$ cat src/rtl/dbg_gpr_access.sv
// rtl/dbg_gpr_access.sv - debug GPR access sequencer with writeback-collision handling
// Optional macro DBG_GPR_RETRY_EN enables bounded collision retry; otherwise first collision errors.
module dbg_gpr_access #(
    parameter int AW        = 5,
    parameter int DW        = 32,
    parameter int MAX_RETRY = 15
) (
    input  logic          clk_i,
    input  logic          rst_i,
    input  logic          dbg_req_i,
    input  logic          dbg_we_i,
    input  logic [AW-1:0] dbg_addr_i,
    input  logic [DW-1:0] dbg_wdata_i,
    output logic          dbg_gnt_o,
    output logic          dbg_rvalid_o,
    output logic [DW-1:0] dbg_rdata_o,
    output logic          dbg_err_o,
    input  logic          wb_we_i,
    input  logic [AW-1:0] wb_waddr_i,
    output logic          reg_we_o,
    output logic [AW-1:0] reg_addr_o,
    output logic [DW-1:0] reg_wdata_o,
    input  logic [DW-1:0] reg_rdata_i
);

    typedef enum logic [1:0] {IDLE, WRITE, READ, RESP} state_t;

    state_t        state;
    logic [AW-1:0] addr_q;
    logic [DW-1:0] wdata_q;
    logic [DW-1:0] rdata_q;
    logic          err_q;
    logic          coll;
    logic          can_retry;

`ifdef DBG_GPR_RETRY_EN
    localparam int CW = (MAX_RETRY > 0) ? $clog2(MAX_RETRY + 1) : 1;
    logic [CW-1:0] retry_cnt;
    assign can_retry = retry_cnt < CW'(MAX_RETRY);
`else
    assign can_retry = 1'b0 & (MAX_RETRY >= 0);
`endif

    // Writes are dropped by any writeback; reads only go stale on a same-address writeback.
    always_comb begin
        coll = 1'b0;
        if (state == WRITE)
            coll = wb_we_i;
        else if (state == READ)
            coll = wb_we_i && (wb_waddr_i == addr_q);
    end

    always_ff @(posedge clk_i) begin
        if (rst_i) begin
            state   <= IDLE;
            addr_q  <= '0;
            wdata_q <= '0;
            rdata_q <= '0;
            err_q   <= 1'b0;
`ifdef DBG_GPR_RETRY_EN
            retry_cnt <= '0;
`endif
        end else begin
            case (state)
                IDLE: begin
                    if (dbg_req_i) begin
                        addr_q  <= dbg_addr_i;
                        wdata_q <= dbg_wdata_i;
                        err_q   <= 1'b0;
`ifdef DBG_GPR_RETRY_EN
                        retry_cnt <= '0;
`endif
                        if (dbg_addr_i == '0) begin
                            rdata_q <= '0;
                            state   <= RESP;
                        end else begin
                            state <= dbg_we_i ? WRITE : READ;
                        end
                    end
                end
                WRITE, READ: begin
                    if (coll) begin
                        if (can_retry) begin
`ifdef DBG_GPR_RETRY_EN
                            retry_cnt <= retry_cnt + CW'(1);
`endif
                        end else begin
                            err_q <= 1'b1;
                            state <= RESP;
                        end
                    end else begin
                        if (state == READ)
                            rdata_q <= reg_rdata_i;
                        state <= RESP;
                    end
                end
                RESP:    state <= IDLE;
                default: state <= IDLE;
            endcase
        end
    end

    // Gating with rst_i drops handshakes and the debug write in the reset cycle itself.
    assign dbg_gnt_o    = (state == IDLE)  && !rst_i;
    assign dbg_rvalid_o = (state == RESP)  && !rst_i;
    assign dbg_err_o    = dbg_rvalid_o && err_q;
    assign dbg_rdata_o  = rdata_q;
    assign reg_we_o     = (state == WRITE) && !rst_i;
    assign reg_addr_o   = addr_q;
    assign reg_wdata_o  = wdata_q;

endmodule

$ cat config.mk
export PLATFORM = sky130hd
export DESIGN_NAME = dbg_gpr_access
export DESIGN_NICKNAME = d
export VERILOG_FILES = /design/src/rtl/dbg_gpr_access.sv
export SDC_FILE = /design/constraint.sdc
export NUM_CORES = 1
export LEC_CHECK = 0
export BUFFER_PORTS_ARGS = -buffer_cell sky130_fd_sc_hd__buf_2
export CORE_MARGIN = 1
export CORE_UTILIZATION = 35
export CTS_BUF_LIST = sky130_fd_sc_hd__clkbuf_4
export DETAILED_ROUTE_END_ITERATION = 7
export PLACE_DENSITY_LB_ADDON = 0.25
export SLEW_MARGIN = 5
export SYNTH_ARGS = -nofsm -noshare
export SYNTH_HDL_FRONTEND = slang
export SYNTH_SLANG_ARGS = --single-unit
$ cat constraint.sdc
create_clock -name clk_i -period 5.6 [get_ports clk_i]
set_input_delay 0.28 -clock clk_i [delete_from_list [all_inputs] [get_ports clk_i]]
set_output_delay 0.28 -clock clk_i [all_outputs]
set_load 0.1 [all_outputs]
==> results.yml, run 1 <==
place:
  gp_congestion: 0.7325
  io_buffers: 151
  numPlacedInstances: 510
  hpwl_um: 4238
clock_network:
  cts_tree: "yes"
  clock_path_buffers: 2
  cts_resized: 0
  cts.clk_slew.worst_paths_ns: 0.12
  cts-buffers-inserted: 9
  cts_root_buffer: "clkbuf_4"
  clock_latency_ns: 0.39
  cts_max_level: 3
  cts_sinks: 72
  hold_buffers: 0
  post_cts_buffers: 0
finish:
  mostFrequentLayoutCells: "buf_2 (151), nand2_1 (79), dfxtp_1 (72)"
  fin_cells: 526
  final_common_cell: "buf_2"
  drive_gt1_share_pct: 40.75
  nets: 505
  area_growth_pct: 35.72
  antenna_cells: 0
synthesis:
  ys.flop_type: "dfxtp_1"
  syn_avg_cell_area_um2: 9.474
  ys_seq_area_share_pct: 54.73
  yosysWarningCount: 0
  ys_seq_elements: 72
  synth_edf_count: 0
  ys_async_sr_fraction_pct: 0
  synth_area_um2: 2634
  ys_types: 28
  syn-num-nets: 361
  synthCells: 278
global_routing:
  antenna_found_initial: 0
  gr-usage-met3_pct: 8.116
  grt_overflow_total: 0
  grt_max_degree: 46
  grt_first_pass_wirelength_um: 9183
  globalRouteMet1Util_pct: 17.51
  grt_busiest_layer: "met2"
  grt_util_met2_pct: 25.45
  grt_pass1_vias: 2061
  grt_use_total_pct: 15.53
setup_path:
  crit_family: "simple AND/OR/NAND/NOR gates"
  path_class: "register to register"
  cpMaxStageDelayCell: "nor3b_4"
  required_ns: 5.93
  cp_max_fo: 32
  crit_arrival_ns: 2.90
  crit_path_cell_trace: "inv_1 > ha_1 > nand2b_1 > o211ai_1 > o22a_2 > nor3b_4 > a22o_1"
  cp-end-kind: "register"
  critPathMaxStageDelay_ns: 0.98
  reg2reg_from: "state[0]"
  reg2reg_to: "dbg_rdata_o[1]"
  crit_path_start_kind: "register"
  rrSetupSlack_ns: 3.04
  worstRegToRegCells: 7
  critPathBufInv: 1
worst_hold_path:
  hold_path_end: "dbg_rdata_o[22]"
  hold_class: "input port to register"
  hold-path-cell-count: 2
  hold_start: "reg_rdata_i[22]"
timing:
  skew_ns: 0.01165
  finalHoldViolations: 0
  setup_tns_ns: 0
  drv_slew: 0
  tightest_slew_ns: 1.226
  period_minus_slack_ns: 2.565
  rsz0062_at_grt: "no"
  slew_headroom_pct: 18.17
  fmax_mhz: 389.9
  min_period_over_period_pct: 45.80
  setup_viol: 0
detailed_routing:
  drt_wl_total_um: 6163
  drt_iter0_markers: 67
  firstDrtPassIters: 4
  final_antenna_net_count: 0
  drt-wirelength-per-cell_um: 11.72
  vias: 2421
  drt-vias-per-instance: 4.603
  drc_errors: 0
power:
  pwr-share-clk_pct: 26.9
  intPower_uw: 875.6
  swShare_pct: 40.60
  vdd_drop_max_v: 0.0002158
  power.leakage_nw: 1.741
  p_per_area_nw_per_um2: 412.4
  p_sw_uw: 598.5
  pwr-share-comb_pct: 34.2
  seqPwrFrac_pct: 38.9
floorplanning:
  die_area_um2: 7876
  pin_count: 152
  rows: 31
  die_h_um: 88.75
  die_w_um: 88.75
  start_util_pct: 36.31
  core_area_um2: 7253
job:
  maxCapViolations: 0
outcome:
  run_status: "completed"
[layout make-up]
type,instances,area [µm²]
well taps,99,123.9
flip-flops and latches,72,1441
repair buffers,153,770.7
fillers,718,3679
clock inverters,7,110.1
inverters,3,11.26
multi-input cells,183,1050
clock buffers,9,67.56
[metal layers]
layer	up-vias	routed length, µm	part of all wire, %
li1	1234	-	-
met5	-	0	0
met1	1090	2701	44
met2	92	2830	46
met3	5	578	9.4
met4	0	53	0.86
[kinds of logic after synthesis]
group | after synthesis | synth area share [%]
flip-flops | 72 | 54.73
adder cells (fa/ha/maj) | 4 | 1.900
buffers and inverters | 23 | 5.415
XOR/XNOR | 5 | 1.663
AO/OA/AOI/OAI | 79 | 20.81
AND/OR/NAND/NOR | 95 | 15.49
[power groups by stage]
stage                     Combinational (mW)  Clock (mW)  Sequential (mW)
after floorplan                        0.162           0            0.842
after global placement                 0.503           0            0.584
after detailed placement               0.508           0            0.586
after CTS                              0.508       0.415            0.574
after global routing                   0.534       0.437            0.580
final                                  0.503       0.397            0.574
[through the flow]
step / util [%] / power, mW / hold WS [ns] / area [µm²] / worst slack, ns
floorplan: - / 1.004 / 0.4126 / 2634 / 2.537
global placement: 46.83 / 1.088 / 0.4396 / 3397 / 3.098
detailed placement: 46.83 / 1.093 / 0.4440 / 3397 / 3.033
CTS: 49.28 / 1.498 / 0.05359 / 3575 / 3.003
global route: 49.28 / 1.552 / 0.02774 / 3575 / 2.761
finish: 49.28 / 1.474 / 0.08642 / 3575 / 3.035
[state kept, by name, summed over array words and instances, names as in the netlist]
| name | flops |
|---|---|
| dbg_rdata_o | 32 |
| reg_wdata_o | 32 |
| reg_addr_o | 5 |
| state | 2 |
| err_q | 1 |
[synthesized netlist by cell type, types with 2 or more instances]
cell | count | area share [%]
inv_1 | 3 | 0.43
buf_2 | 2 | 0.38
a21oi_1 | 41 | 7.8
buf_1 | 4 | 0.57
clkbuf_1 | 6 | 0.86
nand2b_1 | 3 | 0.71
xnor2_1 | 5 | 1.7
a22o_2 | 2 | 0.76
nor2b_1 | 3 | 0.71
and2_1 | 2 | 0.47
nand2_1 | 79 | 11
buf_6 | 7 | 3.0
ha_1 | 4 | 1.9
o211ai_1 | 2 | 0.57
a22o_1 | 30 | 10
nand3_1 | 2 | 0.38
dfxtp_1 | 72 | 55
[worst reg2reg max path, stage by stage (launching register included)]
cell,delay [ns]
dfxtp_1,0.39
inv_1,0.08
ha_1,0.36
nand2b_1,0.10
o211ai_1,0.08
o22a_2,0.23
nor3b_4,0.98
a22o_1,0.29
[worst max path at each step]
stage / slack [ns] / startpoint / endpoint / cells past startpoint
floorplan: 2.54 / state[0] / dbg_err_o / 3
global placement: 3.10 / state[0] / dbg_rdata_o[26] / 7
detailed placement: 3.03 / state[0] / dbg_rdata_o[26] / 7
CTS: 3.00 / state[0] / dbg_rdata_o[25] / 7
global route: 2.76 / state[0] / dbg_rdata_o[0] / 7
finish: 3.04 / state[0] / dbg_rdata_o[1] / 7
No activity file was read; power rests on OpenSTA's default activity.
==> run 2, diff against run 1 <==
==> constraint.sdc (replaced) <==
create_clock -name clk_i -period 2.3 [get_ports clk_i]
set_input_delay 0.115 -clock clk_i [delete_from_list [all_inputs] [get_ports clk_i]]
set_output_delay 0.115 -clock clk_i [all_outputs]
set_load 0.1 [all_outputs]
==> run 2 against run 1 <==
Net effect: setup slack got worse by 2.8 ns; non-clock buffer count grew 71; critical path depth rose by 1; hold slack worse by 0.022 ns; design area up 19%; critical path type unchanged.
==> results.yml, run 2 (same netlist as run 1, synthesis figures left out) <==
global_routing:
  grt_pass1_vias: 2531
  antenna_found_initial: 0
  grt_max_degree: 38
  grt_first_pass_wirelength_um: 11030
  grt_overflow_total: 0
  grt_use_total_pct: 18.46
detailed_routing:
  drt_wl_total_um: 7563
  firstDrtPassIters: 4
  drt_iter0_markers: 42
  vias: 2738
  drt-wirelength-per-cell_um: 12.67
  drt-vias-per-instance: 4.586
  final_antenna_net_count: 0
  drc_errors: 0
place:
  hpwl_um: 4497
  io_buffers: 151
  gp_congestion: 0.6992
setup_path:
  worstRegToRegCells: 8
  reg2reg_from: "state[0]"
  crit_arrival_ns: 2.41
  cp-end-kind: "register"
  reg2reg_to: "dbg_rdata_o[15]"
  crit_path_start_kind: "register"
  cp_max_fo: 26
  required_ns: 2.64
  path_class: "register to register"
  rrSetupSlack_ns: 0.23
finish:
  area_growth_pct: 61.81
  drive_gt1_share_pct: 35.74
  mostFrequentLayoutCells: "buf_2 (151), nand2_1 (79), dfxtp_1 (72)"
  nets: 576
  nFillCells: 634
  antenna_cells: 0
  final_common_cell: "buf_2"
timing:
  skew_ns: 0.009156
  period_minus_slack_ns: 2.066
  setup_tns_ns: 0
  worst_hold_slack_ns: 0.06406
  finalHoldViolations: 0
  drv_slew: 0
  setup_viol: 0
  slew_headroom_pct: 66.45
  tightest_slew_ns: 0.5067
  min_period_over_period_pct: 89.84
  fmax_mhz: 483.9
  rsz0062_at_grt: "no"
worst_hold_path:
  hold_start: "dbg_we_i"
  hold_path_end: "state[0]"
  hold-path-cell-count: 3
  hold_class: "input port to register"
clock_network:
  cts_tree: "yes"
  cts_max_level: 3
  cts_root_buffer: "clkbuf_4"
  cts_sinks: 72
  clock_path_buffers: 2
  cts_resized: 0
  cts-buffers-inserted: 9
  clock_latency_ns: 0.40
  cts.clk_slew.worst_paths_ns: 0.11
floorplanning:
  rows: 31
  pin_count: 152
  die_area_um2: 7876
  core_area_um2: 7253
  start_util_pct: 36.31
  die_h_um: 88.75
  die_w_um: 88.75
job:
  maxCapViolations: 0
power:
  power.leakage_nw: 2.033
  vdd_drop_max_v: 0.0004442
  p_per_area_nw_per_um2: 823.0
outcome:
  run_status: "completed"
[run 2: cell types whose count changed in the layout (fill, tap and decap cells not counted), moves of 2 or more]
cell	previous run	this run
bufinv_16	3	1
buf_12	0	2
dlygate4sd3_1	0	69
clkbuf_4	9	11
[run 2: per-layer routing]
metal	up-vias	routed length (µm)	track usage, %	share of wire (%)
met4	0	105	6.305	1.4
li1	1383	-	-	-
met2	102	3624	33.01	48
met1	1244	3259	19.91	43
met3	9	573	7.090	7.6
met5	-	0	0	0
[run 2: area by class of cell]
type	instances	area, µm²	area share (%)
multi-input combinational	183	1054	24.72
clock inverter	5	47.55	1.116
sequential	72	1441	33.82
inverter	3	11.26	0.2642
timing repair buffer	224	1501	35.23
tap	99	123.9	2.907
clock buffer	11	82.58	1.938
[run 2: where the power goes]
| part | internal [mW] | switching [mW] |
|---|---|---|
| registers | 1.34 | 0.0559 |
| logic | 0.335 | 1.01 |
| clock network | 0.346 | 0.413 |
[run 2: critical path, cell delays in order, from the launching register on]
cell	delay, ns
dfxtp_1	0.40
inv_1	0.08
ha_1	0.36
nand2b_1	0.10
o211ai_1	0.08
o22a_2	0.23
nor3b_4	0.37
buf_12	0.22
a22o_1	0.16
[run 2: per-stage QoR]
stage	cells	setup WS [ns]	area [µm²]	utilization (%)	power, mW
after CTS	597	0.2399	4262	58.75	3.548
final	597	0.2336	4262	58.75	3.507
after detailed placement	512	0.2779	3441	47.44	2.683
after global placement	512	0.3576	3441	47.44	2.668
after floorplan	278	0.1394	2638	-	2.444
after global routing	597	0.1471	4262	58.75	3.683
[run 2: worst max-delay path by stage]
| stage | start | end | slack (ns) |
|---|---|---|---|
| 2_1_floorplan | state[0] | dbg_gnt_o | 0.14 |
| 3_3_place_gp | state[0] | dbg_rdata_o[26] | 0.36 |
| 3_5_place_dp | state[0] | dbg_rdata_o[29] | 0.28 |
| 4_1_cts | state[0] | dbg_rdata_o[18] | 0.24 |
| 5_1_grt | state[0] | dbg_rdata_o[15] | 0.15 |
| 6_report | state[0] | dbg_rdata_o[15] | 0.23 |
[run 2: what timing repair did]
item                      in CTS  in global routing
hold buffers                  69                  0
hold endpoints to repair      69                  0
setup buffers                  0                  0
